===== config.mk =====
export PLATFORM = sky130hd
export DESIGN_NAME = nco_burst_scheduler
export DESIGN_NICKNAME = d
export VERILOG_FILES = /design/src/rtl/nco_burst_scheduler.sv
export SDC_FILE = /design/constraint.sdc
export NUM_CORES = 1
export LEC_CHECK = 0
export BUFFER_PORTS_ARGS = -buffer_cell sky130_fd_sc_hd__buf_2
export CORE_ASPECT_RATIO = 1.2
export CORE_MARGIN = 2
export CORE_UTILIZATION = 52
export DETAILED_ROUTE_END_ITERATION = 12
export PLACE_DENSITY = 0.85
export RECOVER_POWER = 25
export SYNTH_ARGS = -nofsm -noshare
export SYNTH_HDL_FRONTEND = slang
export SYNTH_SLANG_ARGS = --single-unit

===== constraint.sdc =====
create_clock -name clk -period 4.73 [get_ports clk]
set_input_delay 0.946 -clock clk [delete_from_list [all_inputs] [get_ports clk]]
set_output_delay 0.946 -clock clk [all_outputs]
set_load 0.01 [all_outputs]

===== src/rtl/nco_burst_scheduler.sv =====
// Round-robin burst scheduler sharing one NCO select between NREQ requesters.
// Optional abort input/aborted output are enabled by defining NCO_SCHED_ABORT_EN.
//
// state | meaning
// IDLE  | arbitrating; req_ready shows the round-robin pick
// RUN   | driving the latched select, counting down the burst
// GAP   | guard cycles with IDLE_SEL before the next grant
module nco_burst_scheduler #(
    parameter int NREQ     = 4,
    parameter int SEL_W    = 3,
    parameter int CNT_W    = 8,
    parameter int GAP      = 2,
    parameter int IDLE_SEL = 0
) (
    input  logic                           clk,
    input  logic                           resetn,
    input  logic [NREQ-1:0]                req_valid,
    input  logic [NREQ*SEL_W-1:0]          req_sel,
    input  logic [NREQ*CNT_W-1:0]          req_len,
`ifdef NCO_SCHED_ABORT_EN
    input  logic                           abort,
    output logic                           aborted,
`endif
    output logic [NREQ-1:0]                req_ready,
    output logic [SEL_W-1:0]               signal_out,
    output logic [$clog2(NREQ)-1:0]        grant_id,
    output logic                           busy,
    output logic [NREQ-1:0]                done
);

    localparam int GID_W = $clog2(NREQ);
    localparam logic [SEL_W-1:0] IDLE_V = SEL_W'(IDLE_SEL);
    localparam logic [CNT_W-1:0] GAP_V  = CNT_W'(GAP);

    typedef enum logic [1:0] {
        S_IDLE = 2'd0,
        S_RUN  = 2'd1,
        S_GAP  = 2'd2
    } state_t;

    state_t             state_q, state_d;
    logic [CNT_W-1:0]   cnt_q, cnt_d;
    logic [SEL_W-1:0]   sig_q, sig_d;
    logic [GID_W-1:0]   gid_q, gid_d;
    logic [GID_W-1:0]   ptr_q, ptr_d;

    logic               pick_valid;
    logic [GID_W-1:0]   pick_idx;
    logic [SEL_W-1:0]   pick_sel;
    logic [CNT_W-1:0]   pick_len;
    logic               abort_hit;
    logic               last_sample;

`ifdef NCO_SCHED_ABORT_EN
    logic aborted_q, aborted_d;
    assign abort_hit = abort && (state_q != S_IDLE);
    assign aborted   = aborted_q;
`else
    assign abort_hit = 1'b0;
`endif

    // Two passes give the rotated search: indices at/after the pointer first, then wrap.
    always_comb begin
        pick_valid = 1'b0;
        pick_idx   = '0;
        for (int j = 0; j < NREQ; j++) begin
            if (!pick_valid && (j >= int'(ptr_q)) && req_valid[j]) begin
                pick_valid = 1'b1;
                pick_idx   = GID_W'(j);
            end
        end
        for (int j = 0; j < NREQ; j++) begin
            if (!pick_valid && (j < int'(ptr_q)) && req_valid[j]) begin
                pick_valid = 1'b1;
                pick_idx   = GID_W'(j);
            end
        end
    end

    always_comb begin
        pick_sel = '0;
        pick_len = '0;
        for (int j = 0; j < NREQ; j++) begin
            if (pick_idx == GID_W'(j)) begin
                pick_sel = req_sel[j*SEL_W +: SEL_W];
                pick_len = req_len[j*CNT_W +: CNT_W];
            end
        end
    end

    always_comb begin
        state_d = state_q;
        cnt_d   = cnt_q;
        sig_d   = sig_q;
        gid_d   = gid_q;
        ptr_d   = ptr_q;
`ifdef NCO_SCHED_ABORT_EN
        aborted_d = 1'b0;
`endif
        case (state_q)
            S_IDLE: begin
                if (pick_valid) begin
                    state_d = S_RUN;
                    gid_d   = pick_idx;
                    ptr_d   = (pick_idx == GID_W'(NREQ-1)) ? '0 : pick_idx + 1'b1;
                    sig_d   = pick_sel;
                    cnt_d   = (pick_len == '0) ? CNT_W'(1) : pick_len;
                end
            end
            S_RUN: begin
                if (cnt_q <= CNT_W'(1)) begin
                    sig_d = IDLE_V;
                    if (GAP == 0) begin
                        state_d = S_IDLE;
                        cnt_d   = '0;
                    end else begin
                        state_d = S_GAP;
                        cnt_d   = GAP_V;
                    end
                end else begin
                    cnt_d = cnt_q - 1'b1;
                end
            end
            S_GAP: begin
                if (cnt_q <= CNT_W'(1)) begin
                    state_d = S_IDLE;
                    cnt_d   = '0;
                end else begin
                    cnt_d = cnt_q - 1'b1;
                end
            end
            default: begin
                state_d = S_IDLE;
                sig_d   = IDLE_V;
                cnt_d   = '0;
            end
        endcase
        if (abort_hit) begin
            state_d = S_IDLE;
            sig_d   = IDLE_V;
            cnt_d   = '0;
`ifdef NCO_SCHED_ABORT_EN
            aborted_d = 1'b1;
`endif
        end
    end

    always_ff @(posedge clk) begin
        if (!resetn) begin
            state_q <= S_IDLE;
            cnt_q   <= '0;
            sig_q   <= IDLE_V;
            gid_q   <= '0;
            ptr_q   <= '0;
`ifdef NCO_SCHED_ABORT_EN
            aborted_q <= 1'b0;
`endif
        end else begin
            state_q <= state_d;
            cnt_q   <= cnt_d;
            sig_q   <= sig_d;
            gid_q   <= gid_d;
            ptr_q   <= ptr_d;
`ifdef NCO_SCHED_ABORT_EN
            aborted_q <= aborted_d;
`endif
        end
    end

    // An abort landing on the final sample suppresses that burst's done pulse.
    assign last_sample = (state_q == S_RUN) && (cnt_q == CNT_W'(1)) && !abort_hit;

    always_comb begin
        req_ready = '0;
        done      = '0;
        for (int j = 0; j < NREQ; j++) begin
            req_ready[j] = (state_q == S_IDLE) && pick_valid && (pick_idx == GID_W'(j));
            done[j]      = last_sample && (gid_q == GID_W'(j));
        end
    end

    assign signal_out = sig_q;
    assign grant_id   = gid_q;
    assign busy       = (state_q != S_IDLE);

endmodule


==> summary.txt <==
Worst setup path
  – Top cell family by delay on the critical path: adder cells
  – Critical setup path kind: input pin to output pin
  – Critical Path Sink Type: output pin
  – Critical Path RT: 3.78 ns
  – Worst endpoint data arrival time: 2.93 ns
  – Sequence of cells on the critical path: buf_2, mux2i_1, nor2_1, a311oi_1, ha_1, and3_1, buf_2
  – Delay contributed by the slowest stage of the critical path: between 0.6 and 0.7 ns
  – Reg-to-reg slack, setup: ~1.6 ns
  – Library cell appearing most often on the critical path: buf_2
  – Buffers & Inverters on Critical Path: 2
  – Slowest cell on crit path: ha_1
  – Largest driver fanout on the critical path: 24
  – Kind of start point of the critical path: input pin

GRT
  – Pin count of the biggest net entering global routing: 27
  – Final global-route overflow total: 0
  – All-layer global routing usage: 0.256
  – Number of antenna violations at the first check in global routing: 0
  – Global-route wire length before repair: approximately 6900 um
  – Vias in the first global route: ~1.7k

Yosys
  – Number of synthesized flops with an enable pin: 0
  – Leading post-synthesis cells by cell area: dfxtp_1, a21oi_1, nand2_1
  – Share of Yosys cell area claimed by the top area cell type: 0.215
  – Netlist Area Pre-Place: approximately 1600 sq um
  – Number of nets produced by synthesis: between 200 and 300
  – Yosys cell types: 48
  – Fraction of registers with async set/reset: 0
  – Share of the yosys chip area belonging to registers: 0.215
  – Post-Syn Instances: 229
  – Yosys Warn Count: 0
  – Flop and latch count out of synthesis: 17
  – Top flip-flop cell by instance count after synthesis: dfxtp_1
  – Cell type contributing the most total cell area after synthesis: dfxtp_1
  – Mean instance size in the synthesized netlist: a little under 7 sq um

Timing
  – Final clock period utilization by the worst path: 0.818
  – Final Max Slew Viols: 0
  – Worst slew margin: 0.378
  – Setup TNS: 0 ns
  – Max Clk Rate: between 200 and 300 MHz
  – Transition time of the tightest slew-check pin: 0.925 ns
  – Setup repair after global routing missed its margin: no
  – Minimum clock period: about 3.9 ns
  – Count of final setup violators: 0
  – Worst clock skew: around 0.0096 ns
  – Final number of hold-violating endpoints: 0

Route
  – Drt total wl: between 4000 and 5000 um
  – Total iterations of the first detailed-routing run: 4
  – Violation count after the first detailed-route iteration: 60
  – DRC violation count after routing: 0
  – Avg Vias per Cell: 5.89
  – DR WL/cell: approximately 13 um
  – Antenna-violating nets left: 0
  – Detailed-route via count: between 1.5k and 2k

CTS
  – Buffer cell driving the clock tree root: clkbuf_4
  – Post-cts resize count: 0
  – TritonCTS clock tree: built
  – Clk pin slew, worst setup/hold paths: ~0.12 ns
  – Number of buffers created by CTS: 3
  – Setup repair bufs after CTS: 0
  – Insertion delay to the later sink of the worst-skew pair: roughly 0.31 ns
  – Num Clock Sinks: 17
  – Number of hold-repair buffers added at the cts stage: 0
  – Buffer depth of the longest clock path: 2
  – H-tree lvl count: 1

Placement
  – Detailed-placement wirelength estimate: approximately 3300 um
  – Total cell area at the placement stage: roughly 1900 sq um
  – Quantity of I/O buffers inserted on ports: 63
  – Placer's final routability congestion estimate: around 0.80
  – DP Cell Count: 314

Power
  – Portion of total power attributed to sequential cells: 0.242
  – Power share of the combinational group: 0.677
  – Switching power share of the total: 0.499
  – Leak pwr: 0.858 nW
  – Clock network power share: 0.081
  – Switching pwr: between 0.5 and 0.6 mW
  – Internal power component: ~0.53 mW
  – Power Total: ~1.1 mW
  – Peak supply drop: about 0.37 mV
  – Total power density per cell area: 559 nW/um^2

Final layout
  – Fraction of final layout cells sized beyond drive strength 1: 0.250
  – Layout area overhead: 20.2%
  – Final standard cell count with taps included and fillers excluded: between 300 and 400
  – Number of nets in the layout: 341
  – Most frequent cells in the layout: buf_2, a21oi_1, nand2_1, inv_1, o21ai_0
  – Area of all placed cells without fillers: 1900 sq um
  – Commonest non-fill, non-tap cell in the layout: buf_2
  – Diodes inserted: 0

Floorplanning
  – Height of the chip: approximately 64 um
  – # IOs: 64
  – Floorplan core area: 2840 sq um
  – Count of standard-cell rows: 21
  – Width of the die: approximately 54 um
  – Initial cell density of the core: 0.557
  – Area enclosed by the die boundary: between 3000 and 4000 sq um

Status
  – Status: finished, final reports clean

Min path
  – Tightest Hold Check Type: flip-flop to flip-flop

Job
  – Maxcap violations: 0
## layout make-up
cell class | instances | area [sq um]
fillers | 289 | 937
clock inverters | 1 | 7.51
multi-input cells | 181 | 1100
repair buffers | 64 | 317
well taps | 34 | 42.5
inverters | 18 | 67.6
clock buffers | 3 | 22.5
flip-flops and latches | 17 | 340
## state kept, by name (all words and copies together), names as in the netlist
register and count:
cnt_q 8, grant_id 2, ptr_q 2, signal_out 3, state_q 2
## synth_stat cells, types with 2 or more instances
| cell type | count |
|---|---|
| dfxtp_1 | 17 |
| buf_2 | 2 |
| and3_1 | 6 |
| nand3b_1 | 8 |
| a211oi_1 | 2 |
| a32o_1 | 3 |
| nor4_1 | 5 |
| nor3b_1 | 2 |
| nor2_1 | 12 |
| inv_1 | 18 |
| a221oi_1 | 4 |
| nand2_1 | 31 |
| a21oi_1 | 35 |
| a31oi_1 | 4 |
| mux2i_1 | 2 |
| nand4_1 | 2 |
| or4_1 | 2 |
| o21bai_1 | 2 |
| nor2b_1 | 4 |
| clkbuf_1 | 9 |
| nor2_2 | 2 |
| o21ai_0 | 18 |
| nor3_1 | 8 |
| buf_6 | 2 |
| ha_1 | 6 |
## path summary, 6_finish.rpt
| kind | cells after the start | to | start |
|---|---|---|---|
| setup / recovery | 7 | req_ready[1] | req_valid[2] |
| hold / removal | 1 | signal_out[1] | signal_out[1] |
| setup reg to reg | 10 | cnt_q[6] | ptr_q[1] |
| hold reg to reg | 1 | signal_out[1] | signal_out[1] |
## worst reg2reg max path: stages (launching register included)
cell and delay [ns]:
dfxtp_1 0.45, mux2i_1 0.21, nor2_1 0.05, a311oi_1 0.59, ha_1 0.52, buf_4 0.28
a211oi_1 0.06, a221oi_1 0.41, nand2_1 0.10, a21boi_0 0.18, o221a_2 0.20
## kinds of logic (layout without fill, tap and decap cells)
logic type / after synthesis / after routing / synth area share
muxes: 3 / 3 / 0.0198
and+or+nand+nor: 89 / 89 / 0.294
DFF: 17 / 17 / 0.215
AOI/OAI and AO/OA: 83 / 83 / 0.339
buffers and inverters: 31 / 86 / 0.0846
adders and majority gates: 6 / 6 / 0.0475
## per-stage QoR
step	util	worst slack, ns	hold slack [ns]
after detailed placement	0.663	0.897	0.458
after global routing	0.670	0.701	0.508
after CTS	0.673	0.905	0.482
final	0.670	0.859	0.487
after global placement	0.663	0.972	0.455
after floorplan	-	1.35	0.451
## per-layer routing
metal / track usage / routed length [um] / up-vias
met5: 0 / 0 / -
met4: 0.0406 / 15 / 0
met3: 0.0484 / 238 / 3
met2: 0.455 / 2190 / 60
met1: 0.315 / 1790 / 859
li1: - / - / 952
## power groups by stage
stage / clock network, mW / logic, mW / registers [mW]
2_1_floorplan: 0 / 0.583 / 0.241
5_1_grt: 0.0919 / 0.808 / 0.268
4_1_cts: 0.0870 / 0.725 / 0.256
6_report: 0.0858 / 0.719 / 0.258
3_5_place_dp: 0 / 0.723 / 0.259
3_3_place_gp: 0 / 0.710 / 0.257
(Power assumes the default switching activity.)
